File: src/rtl/fetch_unit_if.sv
// Instruction-memory request/ready bus between the fetch stage and instruction memory.
interface fetch_unit_if #(
  parameter int unsigned XLEN = 32
);
  logic            imem_req;
  logic [XLEN-1:0] imem_addr;
  logic            imem_ready;
  logic [31:0]     imem_rdata;

  modport master (
    output imem_req,
    output imem_addr,
    input  imem_ready,
    input  imem_rdata
  );

  modport slave (
    input  imem_req,
    input  imem_addr,
    output imem_ready,
    output imem_rdata
  );
endinterface

File: src/rtl/fetch_unit.sv
// Instruction-fetch stage: PC, timed-out imem handshake, fetch buffer and IF/ID register.
// Optional FETCH_PERF_EN adds a saturating count of valid commits on fetch_count.
module fetch_unit #(
  parameter int unsigned      XLEN      = 32,
  parameter logic [XLEN-1:0] RESET_PC  = '0,
  parameter int unsigned      TIMEOUT   = 16,
  parameter logic [31:0]      NOP_INSTR = 32'h0000_0013
) (
  input  logic             clk,
  input  logic             reset_n,
  input  logic             fetch_start,
  input  logic             flush,
  input  logic             pc_wren,
  input  logic             branch_taken,
  input  logic [XLEN-1:0]  branch_target,
  fetch_unit_if.master     imem,
  input  logic             if_id_wren,
  output logic             fetch_valid,
  output logic             fetch_err,
  output logic [31:0]      if_id_instr,
  output logic [XLEN-1:0]  if_id_pc,
  output logic             if_id_valid,
  output logic [XLEN-1:0]  pc,
  output logic             misalign_err
`ifdef FETCH_PERF_EN
  ,
  output logic [31:0]      fetch_count
`endif
);

  typedef enum logic [1:0] {StIdle, StReq, StWait, StDone} state_e;

  localparam int unsigned CntW = $clog2(TIMEOUT + 1);

  state_e          state_q, state_d;
  logic [CntW-1:0] cnt_q, cnt_d;
  logic [31:0]     buf_q, buf_d;
  logic            err_q, err_d;
  logic [XLEN-1:0] addr_q, addr_d;
  logic [31:0]     instr_q, instr_d;
  logic [XLEN-1:0] id_pc_q, id_pc_d;
  logic            id_valid_q, id_valid_d;
  logic [XLEN-1:0] pc_q, pc_d;
  logic            mis_q, mis_d;
  logic            commit;

  always_ff @(posedge clk) begin
    if (!reset_n) begin
      state_q    <= StIdle;
      cnt_q      <= '0;
      buf_q      <= NOP_INSTR;
      err_q      <= 1'b0;
      addr_q     <= '0;
      instr_q    <= NOP_INSTR;
      id_pc_q    <= '0;
      id_valid_q <= 1'b0;
      pc_q       <= RESET_PC;
      mis_q      <= 1'b0;
    end else begin
      state_q    <= state_d;
      cnt_q      <= cnt_d;
      buf_q      <= buf_d;
      err_q      <= err_d;
      addr_q     <= addr_d;
      instr_q    <= instr_d;
      id_pc_q    <= id_pc_d;
      id_valid_q <= id_valid_d;
      pc_q       <= pc_d;
      mis_q      <= mis_d;
    end
  end

  always_comb begin
    state_d       = state_q;
    cnt_d         = cnt_q;
    buf_d         = buf_q;
    err_d         = err_q;
    addr_d        = addr_q;
    instr_d       = instr_q;
    id_pc_d       = id_pc_q;
    id_valid_d    = id_valid_q;
    commit        = 1'b0;
    imem.imem_req = 1'b0;
    fetch_valid   = 1'b0;

    unique case (state_q)
      StIdle: begin
        if (fetch_start) begin
          addr_d  = pc_q;
          state_d = StReq;
        end
      end
      StReq: begin
        imem.imem_req = 1'b1;
        if (imem.imem_ready) begin
          buf_d   = imem.imem_rdata;
          err_d   = 1'b0;
          state_d = StDone;
        end else begin
          cnt_d   = CntW'(1);
          state_d = StWait;
        end
      end
      StWait: begin
        imem.imem_req = 1'b1;
        if (imem.imem_ready) begin
          buf_d   = imem.imem_rdata;
          err_d   = 1'b0;
          state_d = StDone;
        end else if (cnt_q == CntW'(TIMEOUT - 1)) begin
          buf_d   = NOP_INSTR;
          err_d   = 1'b1;
          state_d = StDone;
        end else begin
          cnt_d = cnt_q + CntW'(1);
        end
      end
      StDone: begin
        fetch_valid = 1'b1;
        if (if_id_wren) begin
          commit     = 1'b1;
          instr_d    = buf_q;
          id_pc_d    = addr_q;
          id_valid_d = !err_q;
          state_d    = StIdle;
        end
      end
      default: state_d = StIdle;
    endcase

    // Flush wins over any same-cycle start, capture or commit.
    if (flush) begin
      state_d    = StIdle;
      cnt_d      = '0;
      buf_d      = buf_q;
      err_d      = err_q;
      addr_d     = addr_q;
      instr_d    = instr_q;
      id_pc_d    = id_pc_q;
      id_valid_d = id_valid_q;
      commit     = 1'b0;
    end
  end

  always_comb begin
    pc_d  = pc_q;
    mis_d = mis_q;
    if (pc_wren) begin
      if (branch_taken) begin
        pc_d = {branch_target[XLEN-1:2], 2'b00};
        if (branch_target[1:0] != 2'b00) begin
          mis_d = 1'b1;
        end
      end else begin
        pc_d = pc_q + XLEN'(4);
      end
    end
  end

  assign imem.imem_addr = addr_q;
  assign fetch_err      = err_q;
  assign if_id_instr    = instr_q;
  assign if_id_pc       = id_pc_q;
  assign if_id_valid    = id_valid_q;
  assign pc             = pc_q;
  assign misalign_err   = mis_q;

`ifdef FETCH_PERF_EN
  logic [31:0] count_q, count_d;

  always_comb begin
    count_d = count_q;
    if (commit && !err_q && (count_q != 32'hFFFF_FFFF)) begin
      count_d = count_q + 32'd1;
    end
  end

  always_ff @(posedge clk) begin
    if (!reset_n) begin
      count_q <= '0;
    end else begin
      count_q <= count_d;
    end
  end

  assign fetch_count = count_q;
`endif

endmodule

File: src/flat_wrapper.sv
// flat-port wrapper written by rule: the top's interface ports become plain ports
module fetch_unit_flat 
#(
  parameter int unsigned      XLEN      = 32,
  parameter logic [XLEN-1:0] RESET_PC  = '0,
  parameter int unsigned      TIMEOUT   = 16,
  parameter logic [31:0]      NOP_INSTR = 32'h0000_0013
)
  (clk, reset_n, fetch_start, flush, pc_wren, branch_taken, branch_target, if_id_wren, fetch_valid, fetch_err, if_id_instr, if_id_pc, if_id_valid, pc, misalign_err, imem_imem_req, imem_imem_addr, imem_imem_ready, imem_imem_rdata);
  fetch_unit_if #(.XLEN(XLEN)) imem_i ();
  input  logic clk;
  input  logic reset_n;
  input  logic fetch_start;
  input  logic flush;
  input  logic pc_wren;
  input  logic branch_taken;
  input  logic [XLEN-1:0] branch_target;
  input  logic if_id_wren;
  output logic fetch_valid;
  output logic fetch_err;
  output logic [31:0] if_id_instr;
  output logic [XLEN-1:0] if_id_pc;
  output logic if_id_valid;
  output logic [XLEN-1:0] pc;
  output logic misalign_err;
  output wire logic [$bits(imem_i.imem_req)-1:0] imem_imem_req;
  output wire logic [$bits(imem_i.imem_addr)-1:0] imem_imem_addr;
  input wire logic [$bits(imem_i.imem_ready)-1:0] imem_imem_ready;
  input wire logic [$bits(imem_i.imem_rdata)-1:0] imem_imem_rdata;
  assign imem_imem_req = imem_i.imem_req;
  assign imem_imem_addr = imem_i.imem_addr;
  assign imem_i.imem_ready = imem_imem_ready;
  assign imem_i.imem_rdata = imem_imem_rdata;
  fetch_unit #(.XLEN(XLEN), .RESET_PC(RESET_PC), .TIMEOUT(TIMEOUT), .NOP_INSTR(NOP_INSTR)) u_core (.clk(clk), .reset_n(reset_n), .fetch_start(fetch_start), .flush(flush), .pc_wren(pc_wren), .branch_taken(branch_taken), .branch_target(branch_target), .imem(imem_i), .if_id_wren(if_id_wren), .fetch_valid(fetch_valid), .fetch_err(fetch_err), .if_id_instr(if_id_instr), .if_id_pc(if_id_pc), .if_id_valid(if_id_valid), .pc(pc), .misalign_err(misalign_err));
endmodule
File: config.mk
export PLATFORM = sky130hd
export DESIGN_NAME = fetch_unit_flat
export DESIGN_NICKNAME = d
export VERILOG_FILES = /design/src/rtl/fetch_unit_if.sv /design/src/rtl/fetch_unit.sv /design/src/flat_wrapper.sv
export SDC_FILE = /design/constraint.sdc
export NUM_CORES = 1
export LEC_CHECK = 0
export CORE_MARGIN = 4
export CORE_UTILIZATION = 40
export CTS_CLUSTER_SIZE = 14
export DETAILED_ROUTE_END_ITERATION = 10
export PLACE_DENSITY = 0.76
export SLEW_MARGIN = 20
export SYNTH_ARGS = -nofsm -noshare
export SYNTH_HDL_FRONTEND = slang
export SYNTH_SLANG_ARGS = --single-unit
File: constraint.sdc
create_clock -name clk -period 5.6 [get_ports clk]
set_input_delay 0.56 -clock clk [delete_from_list [all_inputs] [get_ports clk]]
set_output_delay 0.56 -clock clk [all_outputs]
set_load 0.05 [all_outputs]
# [After elaboration in Yosys (flattened, before gate mapping)]
# Index checks and enable logic that the tools add are counted.
[classes] n_addsub=2 n_eq_ne=11 mux=21 bitwise_logic=2 reduce_logical=12
[op_table] op="$mux 32" count=4
[op_table] op="$pmux 32 s2" count=1
[op_table] op="$add 32x3->32 const B" count=1
[op_table] op="$mux 5" count=3
[op_table] op="$ne 2x2->1 const B" count=6
[op_table] op="$reduce_and 3->1" count=4
[op_table] op="$pmux 5 s2" count=1
[op_table] op="$mux 2" count=4
[op_table] op="$pmux 2 s4" count=1
[op_table] op="$reduce_and 4->1" count=2
[op_table] op="$mux 1" count=6
[op_table] op="$add 5x1->5 const B" count=1
[op_table] op="$eq 5x4->1 const B" count=1
[op_table] op="$eq 2x2->1 const B" count=2
[op_table] op="$reduce_bool 2->1" count=2
[op_table] op="$reduce_or 2->1" count=2
[op_table] op="$ne 3x2->1 const B" count=1
[op_table] op="$eq 2x1->1 const B" count=1
[op_table] op="$logic_not 2->1" count=1
[op_table] op="$not 1->1" count=2
[op_table] op="$pmux 1 s2" count=1
[op_table] op="$logic_not 1->1" count=1
[totals] ff_bits=170 inputBits=72 out_inout_bits=133 elab_cells=58

# [Depth between registers and ports, before layout]
[depth] depth_word=4 depth_mapped=10 ltp_nobuf=8

# [Worst setup path after synthesis]
# OpenSTA, ideal clock, no wires.
[synth_timing] path_kind="flip-flop to flip-flop" startpoint="reg u_core.pc_q[2], in the netlist u_core.pc[2]" endpoint="reg u_core.pc_q[30], in the netlist u_core.pc[30]" setup_time_ns=0.079 arrival_ns=2.250 required_ns=5.521 path_slack_ns=3.271 path_stages_with_launch=7 n_path_buf=0 synth_period_minus_slack_ns=2.329 cell_sequence="dfxtp_1 -> ha_1 -> nand4_1 -> nor4_1 -> nand4_1 -> mux2i_1 -> o211ai_1"
[synth_via] elab_chain_cells=2
[synth_rtl] item="start, declared" line="fetch_unit.sv:43" rtl="logic [XLEN-1:0] pc_q, pc_d;"
[synth_rtl] item="start signal, assigned" line="fetch_unit.sv:68" rtl="pc_q <= pc_d;"
[synth_rtl] item="$add 32x3->32" line="fetch_unit.sv:155" rtl="pc_d = pc_q + XLEN'(4);"
[synth_rtl] item="$mux 32" line="fetch_unit.sv:149" rtl="if (branch_taken) begin"
# Every way passes these cells.
# A chain may end at the register's enable or synchronous reset.

# [Worst setup path after layout]
[layout_timing] startpoint="reg u_core.state_q[1]" endpoint="out imem_imem_req"
[layout_via] elab_chain_cells=3 word_cells_on_any_way=4 cone_classes="2 x eq/ne; 1 x mux; 1 x reduce/logical"
[layout_rtl] item="start, declared" line="fetch_unit.sv:35" rtl="state_e state_q, state_d;"
[layout_rtl] item="start signal, assigned" line="fetch_unit.sv:49" rtl="state_q <= StIdle;"
[layout_rtl] item="start signal, assigned" line="fetch_unit.sv:60" rtl="state_q <= state_d;"
[layout_rtl] item="$eq 2x1->1 or $eq 2x2->1 (tied branches)" line="fetch_unit.sv:86" rtl="unique case (state_q)"
[layout_rtl] item="$reduce_or 2->1 (no source line) (*)"
[layout_rtl] item="$mux 1 (*)" line="fetch_unit.sv:86"
[layout_rtl] item="end, declared" line="flat_wrapper.sv:26" rtl="output wire logic [$bits(imem_i.imem_req)-1:0] imem_imem_req;"
# Mark *: on every way between the ends. The rest lies on a longest branch, timed or not.

==> out/results.ini <==
[finish]
area_growth_pct=40.7
n_antenna_cell=0
fin_nets=1091
layout-drive-gt1-share_pct=5.08

[timing]
drv_slew=0
whs_ps=453
setup_tns_ps=0
hold_viol_final=0
finalCritPeriodShare_pct=46.6
setup_slack_ps=2990
max_slew_margin_pct=44.1
tightest_slew_ps=838
fmax_mhz=383
setup_violations=0
clock_skew_ps=15.8
rsz0062_at_grt=false
post-route-min-period_ps=2610

[detailed_routing]
drt_iter0_markers=614
ant_nets=0
routed_wirelength_um=20500
avgViaCountPerCell=5.36
wl_per_cell_um=16.5
drt_pass1_iterations=5
vias=6668
drc=0

[critical_path]
arrival_ps=2050
cp_cell_sequence=inv_1, ha_1, clkdlybuf4s50_1
ff2ff_path_depth=6
setup.worst_path.end=imem_imem_req
setup.worst_path.start=u_core.state_q[1]$_SDFFE_PP0P_
slowest_stage=clkdlybuf4s50_1
rrSetupSlack_ps=3080
cp_max_fo=5
worst-setup-path-type=flop to primary output
max_stage_delay_ps=830
worstPathRequired_ps=5040
rr_startpoint=u_core.pc[2]$_SDFFE_PN0P_
rr_endpoint=u_core.pc[30]$_SDFFE_PN0P_
crit_path_start_kind=flop
endpoint_kind=primary output

[yosys]
ys_types=51
ys.flop_type=dfxtp_1
syn-instance-count=846
synth_edf_count=0
netlist.area_leader.share_pct=48.9
yosys.area.top_type=dfxtp_1
synth_area_leaders=dfxtp_1 49%, nand2_1 12%, a21oi_1 8.4%
syn-cell-area_um2=6710
avgSynthCellArea_um2=7.93
async_flop_share_pct=0
yosysWarningCount=0
synth-seq-cells=164
ys_seq_area_share_pct=48.9

[floorplan]
die_y_um=138
pin_count=205
dieArea_um2=18900
row_count=47
core_area_um2=16500
die_x_um=138
start_util_pct=40.6

[clocking]
ctsResizeCount=0
cts_buffers=17
postCtsSetupRepairBufs=0
cts_buffer_depth=2
clk_latency_ps=430
clk_pin_slew_ps=60
cts_sinks=164
hold_buffers=0
cts_max_level=4
clock-root-buffer=clkbuf_16
cts_tree=done

[placement]
gp_congestion=0.899
io_buffers=198
dpl_worst_slack_ps=2690
post-dp-hpwl_um=13900

[power_and_ir_drop]
irDropWorstVdd_v=0.000202
power_leakage_nw=3.23
p_per_area_nw_per_um2=297

[grt]
grt.overflow.total=0
grt_pass1_wl_um=32000
antenna_found_initial=0
grt_pass1_vias=6092
grt_max_degree=81
grt_usage_pct=21.4

[flow_run]
drv_cap=0

[hold_path]
hold_class=flop to flop

[outcome]
outcome=complete, no violations

## per-stage QoR
stage               std cells  util (%)  total power, mW  cell area (um2)
global route             1244      57.1             2.90             9440
global placement         1212      53.2             1.55             8790
detailed placement       1212      53.2             1.56             8790
finish                   1244      57.1             2.80             9440
floorplan                 851         -             1.43             6730
CTS                      1244      57.1             2.82             9440
## sequential cells by signal, indices dropped and copies added (netlist names)
signal / count
u_core.fetch_err: 1
u_core.misalign_err: 1
u_core.pc: 30
u_core.imem.imem_addr: 30
u_core.buf_q: 32
u_core.cnt_q: 5
u_core.state_q: 2
u_core.if_id_pc: 30
u_core.if_id_instr: 32
u_core.if_id_valid: 1
## logic make-up (layout without fill, tap and decap cells)
logic type | Yosys count | in the layout | synth area share, %
AO/OA/AOI/OAI | 225 | 225 | 20.3
XOR/XNOR | 1 | 1 | 0.131
adder cells (fa/ha/maj) | 8 | 8 | 1.49
buffers and inverters | 79 | 252 | 4.81
flip-flops | 164 | 164 | 48.9
multiplexers | 7 | 7 | 1.04
other | 1 | 6 | 0.0559
AND/OR/NAND/NOR | 361 | 361 | 23.3
## final cells by class
cell class | count | area, um2
inverter | 13 | 51.3
sequential | 164 | 3280
clock buffer | 17 | 425
fill | 1496 | 7090
timing repair buffer | 207 | 2050
tap | 220 | 275
clock inverter | 15 | 219
multi-input combinational | 608 | 3140
## synth_stat cells (2+ instances only)
cell      count
nor2_1       61
o22ai_1       8
nand4_1      14
o32ai_1       2
ha_1          8
nor3b_1       2
a21o_1        3
inv_1        13
nor3_1       15
a22o_1        3
nand2_1     212
buf_2         3
o31ai_1       4
buf_4         6
dfxtp_1     164
a221o_1       2
a311oi_1      2
mux2i_1       7
and4_1        4
clkbuf_1     49
a221oi_1      2
or3_1         2
nand3_1      21
nand2b_1      5
or2_2         2
nor2b_1       2
o21bai_1      2
a31oi_1       5
a211oi_1     11
nor4_1        7
o21ai_0      23
and3_1        6
o21a_1        3
a21oi_1     113
and2_1        2
or4_4         2
a22oi_1      35
buf_1         8
## power by group
part,internal [mW],switching [mW]
logic,0.116,0.182
clock network,0.761,0.511
registers,1.19,0.0394
total,2.07,0.733
## critical path, delay by kind of cell, from the launching register on
family	cells	cell delay, ps
flops	1	390
fa+ha+maj	1	310
buf+inv	2	930
## worst min-delay path by stage
stage                                          start                                   to  slack [ps]  cells past startpoint
floorplan              u_core.buf_q[10]$_SDFFE_PN0P_  u_core.if_id_instr[10]$_SDFFE_PN0P_         430                      2
global placement       u_core.buf_q[29]$_SDFFE_PN0P_  u_core.if_id_instr[29]$_SDFFE_PN0P_         440                      2
detailed placement     u_core.buf_q[20]$_SDFFE_PN0P_  u_core.if_id_instr[20]$_SDFFE_PN0P_         440                      2
CTS                 u_core.misalign_err$_SDFFE_PN0P_     u_core.misalign_err$_SDFFE_PN0P_         450                      2
global route        u_core.misalign_err$_SDFFE_PN0P_     u_core.misalign_err$_SDFFE_PN0P_         470                      2
finish                 u_core.buf_q[19]$_SDFFE_PN0P_  u_core.if_id_instr[19]$_SDFFE_PN0P_         450                      2
## layout by cell type, fill, tap and decap left out, types with 3 or more instances in the layout
cell type	netlist	routed
nand2_1	212	212
clkdlybuf4s50_1	0	198
dfxtp_1	164	164
a21oi_1	113	113
nor2_1	61	60
a22oi_1	35	35
o21ai_0	23	23
nand3_1	21	21
clkbuf_16	0	17
nor3_1	15	15
nand4_1	14	14
inv_1	13	12
a211oi_1	11	11
buf_4	6	9
o22ai_1	8	8
ha_1	8	8
nor4_1	7	7
mux2i_1	7	7
and3_1	6	6
conb_1	1	6
nand2b_1	5	5
a31oi_1	5	5
and4_1	4	4
o31ai_1	4	4
bufinv_16	0	4
a22o_1	3	3
a21o_1	3	3
inv_6	0	3
inv_8	0	3
clkinv_4	0	3
## metal layers
layer | global-route usage (%) | wire length (um) | vias up
li1 | - | - | 3266
met2 | 32.8 | 9670 | 257
met5 | 0 | 0 | -
met4 | 9.04 | 587 | 0
met3 | 5.22 | 1540 | 49
met1 | 28.7 | 8700 | 3096
Power figures use the tool's default switching activity.
